<file path="src/rtl/mul_seq_pkg.sv">
// mul_seq_pkg: shared state encoding and step count for the sequential multiplier
package mul_seq_pkg;
    typedef enum logic [1:0] {IDLE, CALC, WB_LO, WB_HI} mul_state_t;
    localparam int MUL_STEPS = 8;
endpackage

</file>
<file path="src/rtl/mul_seq.sv">
// mul_seq: shift-and-add 8x8 unsigned multiplier writing its product back as two register-file bytes
module mul_seq
    import mul_seq_pkg::*;
#(
    parameter int PW = 3
) (
    input  logic          clk,
    input  logic          reset,
    input  logic          start,
    input  logic [7:0]    opA,
    input  logic [7:0]    opB,
    input  logic [PW:0]   dst_lo,
    input  logic [PW:0]   dst_hi,
    output logic          wr_en,
    output logic [PW:0]   wr_addr,
    output logic [7:0]    dat_out,
    output logic          busy,
    output logic          done
);
    mul_state_t  r_state;
    logic [7:0]  r_a, r_b;
    logic [PW:0] r_dst_lo, r_dst_hi;
    logic [15:0] r_acc;
    logic [2:0]  r_cnt;
    logic        r_wr_en, r_busy, r_done;
    logic [PW:0] r_wr_addr;
    logic [7:0]  r_dat_out;
    logic [15:0] w_acc_nxt;

    assign w_acc_nxt = r_acc + (r_b[r_cnt] ? ({8'b0, r_a} << r_cnt) : 16'd0);

    // Outputs are registered alongside the state so nothing combinational reaches a port
    always_ff @(posedge clk) begin
        if (reset) begin
            r_state   <= IDLE;
            r_a       <= '0;
            r_b       <= '0;
            r_dst_lo  <= '0;
            r_dst_hi  <= '0;
            r_acc     <= '0;
            r_cnt     <= '0;
            r_wr_en   <= 1'b0;
            r_wr_addr <= '0;
            r_dat_out <= '0;
            r_busy    <= 1'b0;
            r_done    <= 1'b0;
        end else begin
            case (r_state)
                IDLE: if (start) begin
                    r_a      <= opA;
                    r_b      <= opB;
                    r_dst_lo <= dst_lo;
                    r_dst_hi <= dst_hi;
                    r_acc    <= '0;
                    r_cnt    <= '0;
                    r_busy   <= 1'b1;
                    r_state  <= CALC;
                end
                CALC: begin
                    r_acc <= w_acc_nxt;
                    r_cnt <= r_cnt + 3'd1;
                    if (r_cnt == 3'(MUL_STEPS - 1)) begin
                        r_wr_en   <= 1'b1;
                        r_wr_addr <= r_dst_lo;
                        r_dat_out <= w_acc_nxt[7:0];
                        r_state   <= WB_LO;
                    end
                end
                WB_LO: begin
                    r_wr_addr <= r_dst_hi;
                    r_dat_out <= r_acc[15:8];
                    r_done    <= 1'b1;
                    r_state   <= WB_HI;
                end
                default: begin
                    r_wr_en   <= 1'b0;
                    r_wr_addr <= '0;
                    r_dat_out <= '0;
                    r_done    <= 1'b0;
                    r_busy    <= 1'b0;
                    r_state   <= IDLE;
                end
            endcase
        end
    end

    assign wr_en   = r_wr_en;
    assign wr_addr = r_wr_addr;
    assign dat_out = r_dat_out;
    assign busy    = r_busy;
    assign done    = r_done;
endmodule

</file>
<file path="config.mk">
export PLATFORM = sky130hd
export DESIGN_NAME = mul_seq
export DESIGN_NICKNAME = d
export VERILOG_FILES = /design/src/rtl/mul_seq_pkg.sv /design/src/rtl/mul_seq.sv
export SDC_FILE = /design/constraint.sdc
export NUM_CORES = 1
export LEC_CHECK = 0
export CORE_MARGIN = 1.5
export CORE_UTILIZATION = 45
export CTS_BUF_LIST = sky130_fd_sc_hd__clkbuf_8
export DETAILED_ROUTE_END_ITERATION = 10
export PLACE_DENSITY = 0.73
export REMOVE_ABC_BUFFERS = 1
export SYNTH_ARGS = -nofsm -noshare
export SYNTH_HDL_FRONTEND = slang
export SYNTH_SLANG_ARGS = --single-unit
</file>
<file path="constraint.sdc">
create_clock -name clk -period 3 [get_ports clk]
set_input_delay 0.6 -clock clk [delete_from_list [all_inputs] [get_ports clk]]
set_output_delay 0.6 -clock clk [all_outputs]
set_load 0.01 [all_outputs]
</file>
* After elaboration in Yosys (flattened, before gate mapping)
Index checks and enable logic that the tools add are counted.
Word-level totals: register bits after elaboration 60, input bits 27
Cells by class: reductions and logical operators 11, $lt $le $gt $ge 1, multiplexer cells 19, add/subtract/negate cells 2, shift-type cells 1, equality and inequality tests 5, bitwise gates (word level) 3
Operator list (count):
- $mux W16 | 2
- $pmux W16 S2 | 1
- $pmux W8 S3 | 1
- $add A16 B16 Y16 | 1
- $shl A8 B3 Y16 | 1
- $pmux W4 S3 | 1
- $reduce_and A2 Y1 | 6
- $mux W8 | 1
- $pmux W1 S2 | 3
- $pmux W2 S3 | 1
- $pmux W3 S2 | 1
- $reduce_or A2 Y1 | 3
- $lt A3 B4 Y1 const B | 1
- $mux W2 | 2
- $mux W4 | 1
- $ne A2 B2 Y1 const B | 2
- $add A3 B1 Y3 const B | 1
- $bmux W1 S3 | 1
- $eq A3 B3 Y1 const B | 1
- $mux W1 | 3
- $mux W3 | 1
- $not A1 Y1 | 3
- $eq A2 B1 Y1 const B | 1
- $eq A2 B2 Y1 const B | 1
- other kinds (2) | 2

* Depth between registers and ports, before layout
depth after elaboration 6, gate-level depth with buffers 12

* Worst setup path after synthesis
Ideal clock, no wire load.
path type flip-flop to flip-flop, from register r_cnt[0], to register r_acc[11], clock period less this slack 2828 ps, data arrival time 2711 ps, path slack 172 ps, stages on the path, launching flop included 13, library setup time 117 ps, data required time 2883 ps, cell sequence dfxtp_1 > buf_4 > mux4_2 > nand2_1 > and2_1 > buf_4 > a21oi_1 > ha_1 > a21oi_1 > o21ai_1 > o21a_1 > or3_1 > a32o_1
Between the ends: longest elaborated chain between the ends 5, elaborated cells between the ends (all ways) 6, those cells by class add/sub (1); shift (1); mux (4)
RTL lines:
- from (decl) | RTL line mul_seq.sv:24 | logic [2:0] r_cnt;
- from (signal assigned) | RTL line mul_seq.sv:61 | r_cnt <= r_cnt + 3'd1;
- $bmux W1 S3 | RTL line mul_seq.sv:30 | assign w_acc_nxt = r_acc + (r_b[r_cnt] ? ({8'b0, r_a} << r_cnt) : 16'd0);
- $mux W1 (implied by the code) | RTL line mul_seq.sv:30
- $mux W16 (*) | RTL line mul_seq.sv:30
- $add A16 B16 Y16 (*) | RTL line mul_seq.sv:30
- $pmux W16 S2 (*) | RTL line mul_seq.sv:48 | case (r_state)
- to (signal assigned) | RTL line mul_seq.sv:60 | r_acc <= w_acc_nxt;
- to (decl) | RTL line mul_seq.sv:23 | logic [15:0] r_acc;
Every way passes the cells marked *; elsewhere a longest branch is shown, timed or not. The select of a mux whose other input is x is not followed. A chain may end at the register's enable or synchronous reset.

* Final worst setup path
from register r_cnt[0], to register r_acc[9]
Same word-level chain as after synthesis.

==> reports/summary.txt <==
Slowest cell on the critical path: mux4_2
Critical path startpoint category: flop
Largest net degree at the start of global routing: 43
Design Area, Final: 4270 sq um
Drt drc: 0
Die H: 91.1 um
Clock share of power: 0.290
Flops & latches, synth: 60
1st-iter DRT viols: 194
Vias in the first global route: 3223
Most common cell in the netlist: nand2_1
DIE AREA: 8300 sq um
Ys async rst share: 0
Leakage: 1.58 nW
Die X: 91.1 um
Maximum vdd drop: 0.446 mV
Worst slew pin tran: 0.795 ns
Pre-antenna DRT Iters: 5
Area after DPL: 4030 sq um
Total gr overflow: 0
Synth top area share: 0.344
EDFF count, synth: 0
Share of cells above drive strength 1: 0.104
Most frequent CP cell: a21oi_1
Mapped cell area: 3490 sq um
Sw Share: 0.384
Routed vias: 3388
Fin crit share: 0.936
Top post-synthesis cells by count: 86 x nand2_1, 61 x a21oi_1, 60 x dfxtp_1, 33 x nor2_1, 21 x ha_1
Critical path fanouts, max: 7
Post-Layout Cell Count: 598
Cell taking the most area after synthesis: dfxtp_1
Area delta synth->final: 22.3%
Critical path class: flop to flop
Met2 Resource Use GR: 0.354
Max Cap Viol: 0
Fin worst setup slack: 0.193 ns
Most used DFF post-synth: dfxtp_1
Cts bufs inserted: 9
Post-Synthesis Cells: 451
H-tree lvl count: 3
Sw Pwr: 0.978 mW
Worst min path class: flop to flop
Core region area: 7370 sq um
Drt total wl: 8.85 mm
Total of fill cells in the finished design: 686
Count of final setup violators: 0
Via/cell ratio: 5.67
Area contributors post-synth: dfxtp_1 34%, nand2_1 9.2%, a21oi_1 8.7%
GRT met1 Usage: 0.305
Outcome: finished clean
Placed insts: 582
Sequential share of power: 0.371
RSZ-0062 raised after global routing: no
Busiest grt layer: met2
P per Cell Area: 597 nW/um^2
DRT antenna net count: 0
CTS tree: built
Slew headroom: 0.470
Clock Path Buffers: 2
Reg clk slew, reported paths: 0.07 ns
Detailed placer's ending HPWL: 6.51 mm
CTS Hold Buffers Added: 0
Worst path cell trace: mux4_2 > nand2_1 > and2_4 > a21oi_1 > ha_1 > a21oi_1 > o21ai_1 > o21a_1 > or4_1 > nand3_1
Starting Density: 0.474
Wire per inst: 14.8 um
Fin. Hold Viols: 0
Final Slew Violations: 0
Setup crit end kind: flop
Mapped Avg Cell Area: 7.74 sq um
Power consumption: 2.55 mW
Antenna violations before repair: 0
Yosys cell types: 53
Clk_lat worst skew: 0.35 ns
Worst slack at placement: 0.0458 ns
Warnings, synthesis: 0
CTS Sinks: 60
Worst-case clock skew: 0.0111 ns
Nets@finish: 543
Met3 track demand over resource: 0.0603
ANT cells: 0
Total track usage: 0.226
Internal: 1.57 mW
PortBufs: 41
Critical path required time: 3.29 ns
Row cnt: 31
Max incr delay on CP: 0.52 ns
Fmax: 356 MHz
Seq/Total Area, Yosys: 0.344
Fin crit period: 2.81 ns
Routability cong.: 0.932
# IOs: 42
First-pass GRT wire length: 15.2 mm
Clock Tree Root: clkbuf_8
Logic gate share of total power: 0.340
Arr. time, crit path: 3.09 ns
[repair_timing]
| action | 4_1_cts | 5_1_grt |
|---|---|---|
| setup endpoints to repair | 0 | 13 |
| gates resized for setup | 0 | 12 |
| setup buffers | 0 | 0 |
[worst paths after layout]
path / from / end / slack [ns] / depth (start not counted)
min: dat_out[2]$_SDFFE_PP0P_ / dat_out[2]$_SDFFE_PP0P_ / 0.45 / 2
max: r_cnt[0]$_SDFFE_PP0P_ / r_acc[9]$_SDFFE_PP0P_ / 0.19 / 10
max reg2reg: r_cnt[0]$_SDFFE_PP0P_ / r_acc[9]$_SDFFE_PP0P_ / 0.19 / 10
min reg2reg: dat_out[2]$_SDFFE_PP0P_ / dat_out[2]$_SDFFE_PP0P_ / 0.45 / 2
[through the flow]
stage	TNS [ns]	hold slack (ns)	util
6_report	0	0.452	0.579
3_5_place_dp	0	0.448	0.547
4_1_cts	0	0.457	0.574
5_1_grt	0	0.480	0.579
3_3_place_gp	0	0.439	0.547
2_1_floorplan	-0.677	0.427	-
[power groups by stage]
| stage | clock network [mW] | logic [mW] | registers, mW |
|---|---|---|---|
| after CTS | 0.750 | 0.847 | 0.944 |
| after global routing | 0.792 | 0.958 | 0.958 |
| after floorplan | 0 | 0.521 | 0.964 |
| final | 0.739 | 0.866 | 0.945 |
| after global placement | 0 | 0.824 | 0.959 |
| after detailed placement | 0 | 0.842 | 0.961 |
[layout make-up]
class	instances	area [sq um]	share of cell area
Clock buffer	9	124	0.0290
Clock inverter	7	75.1	0.0176
Inverter	15	56.3	0.0132
Multi-Input combinational cell	350	2150	0.503
Sequential cell	60	1210	0.282
Tap cell	99	124	0.0290
Timing Repair Buffer	58	537	0.126
[cells by family (layout without fill, tap and decap cells)]
family                   after synthesis  in the layout  share of synthesized area
AND/OR/NAND/NOR                      183            183                      0.239
AO/OA/AOI/OAI                        126            126                      0.224
flip-flops                            60             60                      0.344
buffers and inverters                 41             89                     0.0494
adder cells (fa/ha/maj)               22             22                     0.0810
multiplexers                          17             17                     0.0573
XOR/XNOR                               2              2                    0.00502
[state kept, by name (all words and copies together), names as in the netlist]
name	flops
dat_out	8
busy	1
r_b	8
r_cnt	3
r_a	8
r_state	2
r_dst_lo	4
r_acc	16
done	1
r_dst_hi	4
wr_en	1
wr_addr	4
[per-layer routing]
metal	wire length (um)	up-vias
met1	4200	1563
met3	522	12
met2	4010	116
met5	0	-
li1	-	1697
met4	117	0
[placed cells by master (no fill, tap or decap), types with 5 or more instances in the layout]
cell | synthesis | final
nor2_1 | 33 | 33
nand4_1 | 5 | 5
a21oi_1 | 61 | 60
clkbuf_8 | 0 | 9
nand3_1 | 15 | 15
ha_1 | 21 | 21
or3_1 | 11 | 11
dfxtp_1 | 60 | 58
a22oi_1 | 5 | 5
a22o_1 | 5 | 5
o211ai_1 | 5 | 5
clkdlybuf4s50_1 | 0 | 40
nor2b_1 | 5 | 5
mux2i_1 | 11 | 11
nor3_1 | 7 | 7
a31oi_1 | 7 | 7
o21a_1 | 5 | 5
nand2_1 | 86 | 86
inv_1 | 14 | 14
nand2b_1 | 6 | 5
buf_4 | 2 | 16
o21ai_0 | 14 | 13
[critical path: cells and delay by family, from the launching register on]
family | cells | cell delay [ns]
flip-flops | 1 | 0.37
AND/OR/NAND/NOR | 4 | 0.90
AO/OA/AOI/OAI | 4 | 0.63
adder cells (fa/ha/maj) | 1 | 0.34
multiplexers | 1 | 0.52
Power figures use the tool's default switching activity.
